**config.mk**
```make
export PLATFORM = sky130hd
export DESIGN_NAME = mem_ctrl
export DESIGN_NICKNAME = d
export VERILOG_FILES = /design/src/rtl/mem_ctrl.sv
export SDC_FILE = /design/constraint.sdc
export NUM_CORES = 1
export LEC_CHECK = 0
export CORE_MARGIN = 2
export CORE_UTILIZATION = 50
export DETAILED_ROUTE_END_ITERATION = 8
export HOLD_SLACK_MARGIN = 0.03
export PLACE_DENSITY = 0.8
export SYNTH_ARGS = -nofsm -noshare
export SYNTH_HDL_FRONTEND = slang
export SYNTH_SLANG_ARGS = --single-unit
```
**constraint.sdc**
```tcl
create_clock -name clk_in -period 5.8 [get_ports clk_in]
set_input_delay 0.58 -clock clk_in [delete_from_list [all_inputs] [get_ports clk_in]]
set_output_delay 0.58 -clock clk_in [all_outputs]
set_load 0.05 [all_outputs]
```
**src/rtl/mem_ctrl.sv**
```systemverilog
// ---------------------------------------------------------------------------
// mem_ctrl
//   Memory-side responder for the load-store buffer and the instruction-fetch
//   unit. Each request is turned into a little-endian byte-serial access on
//   the single-port 8-bit RAM/IO bus. Load results are sign- or zero-extended
//   and returned with a one-cycle done pulse.
//
// Ports
//   clk_in, rst_in (async, active low), rdy_in (0 = freeze)
//   rob_clear                 pipeline flush
//   lsb_req/lsb_is_store/lsb_addr/lsb_data/lsb_op   LSB request
//   lsb_stuck/lsb_done/lsb_res                       LSB status / result
//   if_req/if_addr, if_done/if_inst                  fetch request / result
//   mem_din, mem_dout, mem_a, mem_wr                 8-bit RAM/IO bus
//   io_buffer_full            IO write FIFO full (stalls IO-region stores)
// ---------------------------------------------------------------------------
module mem_ctrl #(
    parameter int         ADDR_W = 32,
    parameter logic [1:0] IO_SEL = 2'b11
) (
    input  logic              clk_in,
    input  logic              rst_in,
    input  logic              rdy_in,
    input  logic              rob_clear,
    input  logic              lsb_req,
    input  logic              lsb_is_store,
    input  logic [ADDR_W-1:0] lsb_addr,
    input  logic [31:0]       lsb_data,
    input  logic [2:0]        lsb_op,
    output logic              lsb_stuck,
    output logic              lsb_done,
    output logic [31:0]       lsb_res,
    input  logic              if_req,
    input  logic [ADDR_W-1:0] if_addr,
    output logic              if_done,
    output logic [31:0]       if_inst,
    input  logic [7:0]        mem_din,
    output logic [7:0]        mem_dout,
    output logic [ADDR_W-1:0] mem_a,
    output logic              mem_wr,
    input  logic              io_buffer_full
);

    typedef enum logic [1:0] {
        IDLE,
        LD,
        ST,
        IF
    } state_t;

    state_t             state;
    logic [ADDR_W-1:0]  base;
    logic [31:0]        wdata;
    logic [2:0]         op;
    logic [2:0]         cnt;
    logic [31:0]        rbuf;
    logic               flushed;

    logic [2:0]         n_bytes;
    logic               store_blocked;
    logic               wr_now;
    logic [2:0]         adr_idx;
    logic [1:0]         cap_sel;
    logic [31:0]        rbuf_nxt;
    logic               sign_en;
    logic [31:0]        ld_val;

    always_comb begin
        if (state == IF) begin
            n_bytes = 3'd4;
        end else begin
            case (op[1:0])
                2'b00:   n_bytes = 3'd1;
                2'b01:   n_bytes = 3'd2;
                default: n_bytes = 3'd4;
            endcase
        end
    end

    // Step counter cnt: in LD/IF, cycle cnt+1 drives byte cnt and captures
    // byte cnt-1; cnt==n captures the last byte, cnt==n+1 is the done cycle.
    // In ST, cnt counts bytes written; cnt==n is the done cycle.
    always_comb begin
        store_blocked = (base[17:16] == IO_SEL) && io_buffer_full;
        wr_now        = (state == ST) && (cnt < n_bytes) && rdy_in && !store_blocked;

        // While frozen mid-load, point the bus at the byte still awaiting
        // capture so mem_din holds it again when rdy_in returns.
        adr_idx = cnt;
        if (!rdy_in && (state == LD || state == IF) && cnt != 3'd0 && cnt <= n_bytes) begin
            adr_idx = cnt - 3'd1;
        end
    end

    assign mem_a     = base + ADDR_W'(adr_idx);
    assign mem_wr    = wr_now;
    assign mem_dout  = (state == ST) ? wdata[{cnt[1:0], 3'b000} +: 8] : '0;
    assign lsb_stuck = (state != IDLE);

    always_comb begin
        cap_sel  = cnt[1:0] - 2'd1;
        rbuf_nxt = rbuf;
        rbuf_nxt[{cap_sel, 3'b000} +: 8] = mem_din;
        sign_en  = (state == LD) && !op[2];
        case (n_bytes)
            3'd1:    ld_val = {{24{sign_en & rbuf_nxt[7]}},  rbuf_nxt[7:0]};
            3'd2:    ld_val = {{16{sign_en & rbuf_nxt[15]}}, rbuf_nxt[15:0]};
            default: ld_val = rbuf_nxt;
        endcase
    end

    always_ff @(posedge clk_in or negedge rst_in) begin
        if (!rst_in) begin
            state    <= IDLE;
            base     <= '0;
            wdata    <= '0;
            op       <= '0;
            cnt      <= '0;
            rbuf     <= '0;
            flushed  <= 1'b0;
            lsb_done <= 1'b0;
            lsb_res  <= '0;
            if_done  <= 1'b0;
            if_inst  <= '0;
        end else if (rdy_in) begin
            lsb_done <= 1'b0;
            if_done  <= 1'b0;
            case (state)
                IDLE: begin
                    if (!rob_clear) begin
                        if (lsb_req) begin
                            state   <= lsb_is_store ? ST : LD;
                            base    <= lsb_addr;
                            wdata   <= lsb_data;
                            op      <= lsb_op;
                            cnt     <= '0;
                            flushed <= 1'b0;
                        end else if (if_req) begin
                            state   <= IF;
                            base    <= if_addr;
                            cnt     <= '0;
                            flushed <= 1'b0;
                        end
                    end
                end

                LD, IF: begin
                    if (rob_clear || cnt == n_bytes + 3'd1) begin
                        state <= IDLE;
                    end else begin
                        if (cnt != 3'd0) begin
                            rbuf <= rbuf_nxt;
                        end
                        if (cnt == n_bytes) begin
                            if (state == LD) begin
                                lsb_done <= 1'b1;
                                lsb_res  <= ld_val;
                            end else begin
                                if_done  <= 1'b1;
                                if_inst  <= ld_val;
                            end
                        end
                        cnt <= cnt + 3'd1;
                    end
                end

                ST: begin
                    // A flushed store is already committed: finish writing,
                    // but leave without a done pulse.
                    if (rob_clear) begin
                        flushed <= 1'b1;
                    end
                    if (cnt == n_bytes) begin
                        state <= IDLE;
                    end else if (wr_now) begin
                        cnt <= cnt + 3'd1;
                        if (cnt == n_bytes - 3'd1) begin
                            if (rob_clear || flushed) begin
                                state <= IDLE;
                            end else begin
                                lsb_done <= 1'b1;
                                lsb_res  <= '0;
                            end
                        end
                    end
                end

                default: state <= IDLE;
            endcase
        end
    end

endmodule

```
==> flow_metrics.env <==
export IMPL_status="finished clean"
export IMPL_fp_dieH_um=137
export IMPL_drc=0
export IMPL_path_class="reg -> out"
export IMPL_p_int_uw=3690
export IMPL_worstPathRequired_ps=5220
export IMPL_nFillCells=1278
export IMPL_fin_tns_setup_ps=0
export IMPL_period_share_pct=92.1
export IMPL_ys_ff_latch=171
export IMPL_ys_async_sr_fraction_pct=100
export IMPL_syn_cell_area_sq_mm=0.00880
export IMPL_num_rows=48
export IMPL_rsz0062_at_grt="no"
export IMPL_antenna_found_initial=0
export IMPL_p_clk_share_pct=18.2
export IMPL_wl_um=22300
export IMPL_cap_violations=0
export IMPL_leakagePower_uw=0.00554
export IMPL_power_switching_uw=2860
export IMPL_synth_top_area_cell="dfrtp_1"
export IMPL_clk_latency_ps=420
export IMPL_cts_tree="done"
export IMPL_r2r_end="if_inst[29]"
export IMPL_clock_sink_count=171
export IMPL_grt_pass1_wl_um=36000
export IMPL_syn_nets=913
export IMPL_pwr_share_comb_pct=53.9
export IMPL_r2r_start="state[0]"
export IMPL_period_minus_slack_ps=5340
export IMPL_yosysTopAreaCellShare_pct=48.6
export IMPL_synth_edff_count=0
export IMPL_ys_flop_type="dfrtp_1"
export IMPL_overflow=0
export IMPL_clk_pin_slew_ps=60
export IMPL_via_per_inst=5.48
export IMPL_diodes=0
export IMPL_final_seq_area_sq_mm=0.00428
export IMPL_grt_pass1_vias=6879
export IMPL_final_cell_mix="clkdlybuf4s50_1 (193), dfrtp_1 (171), nor2_1 (98), mux2i_1 (64), mux2_2 (61)"
export IMPL_postLayoutCoreUtil_pct=69.6
export IMPL_die_w_um=137
export IMPL_nets=1117
export IMPL_synthCells=780
export IMPL_worst_hold_path_type="in -> async"
export IMPL_power_density_mw_per_mm2=545
export IMPL_io_pins=223
export IMPL_ir_drop_uv=568
export IMPL_cts_root_buf="clkbuf_16"
export IMPL_max_slew_margin_pct=28.9
export IMPL_port_buffers=222
export IMPL_worst_r2r_setup_slack_ps=2480
export IMPL_numCtsBuffers=17
export IMPL_dieArea_sq_mm=0.0187
export IMPL_grt_max_degree=117
export IMPL_globalplace_congestion=0.911
export IMPL_achievable_frequency_mhz=187
export IMPL_drt_wirelength_per_cell_um=18.3
export IMPL_drtIter0Drc=351
export IMPL_setup_viol=0
export IMPL_initial_core_util_pct=51.1
export IMPL_fin_worst_skew_ps=10.4
export IMPL_holdBufCountCts=0
export IMPL_maxSlewViolCount=0
export IMPL_path_max_fanout=10
export IMPL_synth_cell_type_count=55
export IMPL_multi_input_area_sq_mm=0.00423
export IMPL_seqPwrFrac_pct=28.0
export IMPL_drive_gt1_share_pct=17.5
export IMPL_ys_top_cells_by_area="dfrtp_1 (49%), mux2_2 (7.8%), mux2i_1 (7.3%), nor2_1 (4.2%), mux2_4 (3.8%)"
export IMPL_design_core_area_sq_mm=0.0172
export IMPL_hpwlAfterDp_um=16200
export IMPL_htree_levels=4
export IMPL_cp_end_kind="output pin"
export IMPL_tightestPinTransition_ps=1070
export IMPL_arrival_ps=4760
export IMPL_hold_worst_slack_ps=263
export IMPL_drt_pass1_iterations=5
export IMPL_area_delta_synth_final_pct=36.3
export IMPL_post_place_cells=1190
export IMPL_final_cells=1222
export IMPL_drtAntennaViolNets=0
export IMPL_switching_share_pct=43.7
export IMPL_synth_warnings=0
export IMPL_clock_tree_buffer_depth=2
export IMPL_reg2reg_depth=8
export IMPL_syn_area_per_cell_sq_um=11.3
export IMPL_track_usage_pct=24.8
export IMPL_ys_seq_area_share_pct=48.6
export IMPL_dr_total_vias=6698
export IMPL_critPathLaunchType="register"
export IMPL_mostFrequentLayoutCell="clkdlybuf4s50_1"
export IMPL_hold_viol=0
-- power groups by stage --
stage	Sequential (uW)	Combinational (uW)	Clock (uW)
after global placement	1820	3450	0
final	1830	3530	1190
after CTS	1830	3530	1210
after floorplan	1920	2180	0
after detailed placement	1840	3510	0
after global routing	1870	3760	1250
-- cells in the mapped netlist (all sizes together) (4+ instances only) --
cell,instances
a211o,16
a21oi,47
a22o,10
a22oi,7
and3,12
and4,4
buf,16
clkbuf,32
dfrtp,171
ha,17
inv,24
mux2,83
mux2i,64
mux4,8
nand2,21
nand2b,15
nand3,18
nand4,6
nor2,98
nor2b,10
nor3,14
o21ai,20
o2bb2ai,7
xnor2,27
xor2,6
-- critical path, stage by stage (launching register included) --
cell and delay, ps:
dfrtp_1 490, a21oi_2 370, nand2_1 200, ha_1 370
and3_1 230, a21oi_1 70, nor3_2 350, xnor2_1 170
ha_1 190, inv_1 60, fa_1 410, nand2b_1 200
a21oi_2 280, and3_2 350, nand4_1 130, xnor2_1 280
buf_12 180
-- kinds of logic after synthesis --
logic type	count (synthesis)	share of synthesized area, %
adders and majority gates	18	2.64
DFF	171	48.6
and+or+nand+nor	210	11.5
buffers and inverters	72	3.82
xor gates and xnor gates	35	3.81
AOI/OAI and AO/OA	119	8.78
muxes	155	20.9
-- through the flow --
stage / setup slack (ps) / total power [uW] / area (sq um)
CTS: 90.2 / 6560 / 12000
finish: 457 / 6540 / 12000
floorplan: 171 / 4100 / 8800
detailed placement: 606 / 5350 / 11400
global placement: 800 / 5270 / 11400
global route: 115 / 6890 / 12000
-- layout make-up --
class / instances / share of cell area [%]
timing repair buffer: 233 / 20.9
multi-input combinational: 537 / 35.2
inverter: 24 / 0.751
clock buffer: 20 / 3.80
tap: 225 / 2.35
clock inverter: 12 / 1.34
sequential: 171 / 35.7
-- per-layer routing --
layer / global-route usage (%) / share of wire (%) / wire, um / vias to the layer above
met5: 0 / 0 / 0 / -
li1: - / - / - / 3158
met1: 30.7 / 41 / 9170 / 3291
met3: 7.26 / 6.8 / 1520 / 32
met2: 42.0 / 50 / 11200 / 217
met4: 7.81 / 1.7 / 382 / 0
-- worst max path at each step --
stage	endpoint	startpoint	slack, ps	depth (start not counted)
floorplan	mem_a[28]	cnt[0]	170	18
global placement	mem_a[30]	state[0]	800	16
detailed placement	mem_a[30]	state[0]	610	16
CTS	mem_a[30]	state[0]	90	16
global route	mem_a[26]	state[0]	120	17
finish	mem_a[30]	state[0]	460	16
-- state kept, by name, summed over array words and instances (netlist names) --
register and cells:
flushed 1, wdata 32, base 32, cnt 3, lsb_res 32, op 3
rbuf 32, if_inst 32, if_done 1, lsb_done 1, state 2
-- timing repair --
action / CTS / global route
resized for setup: 0 / 3
setup endpoints to repair: 0 / 9
buffers inserted: 0 / 0
Note: power is estimated with default switching activity, not from simulation.
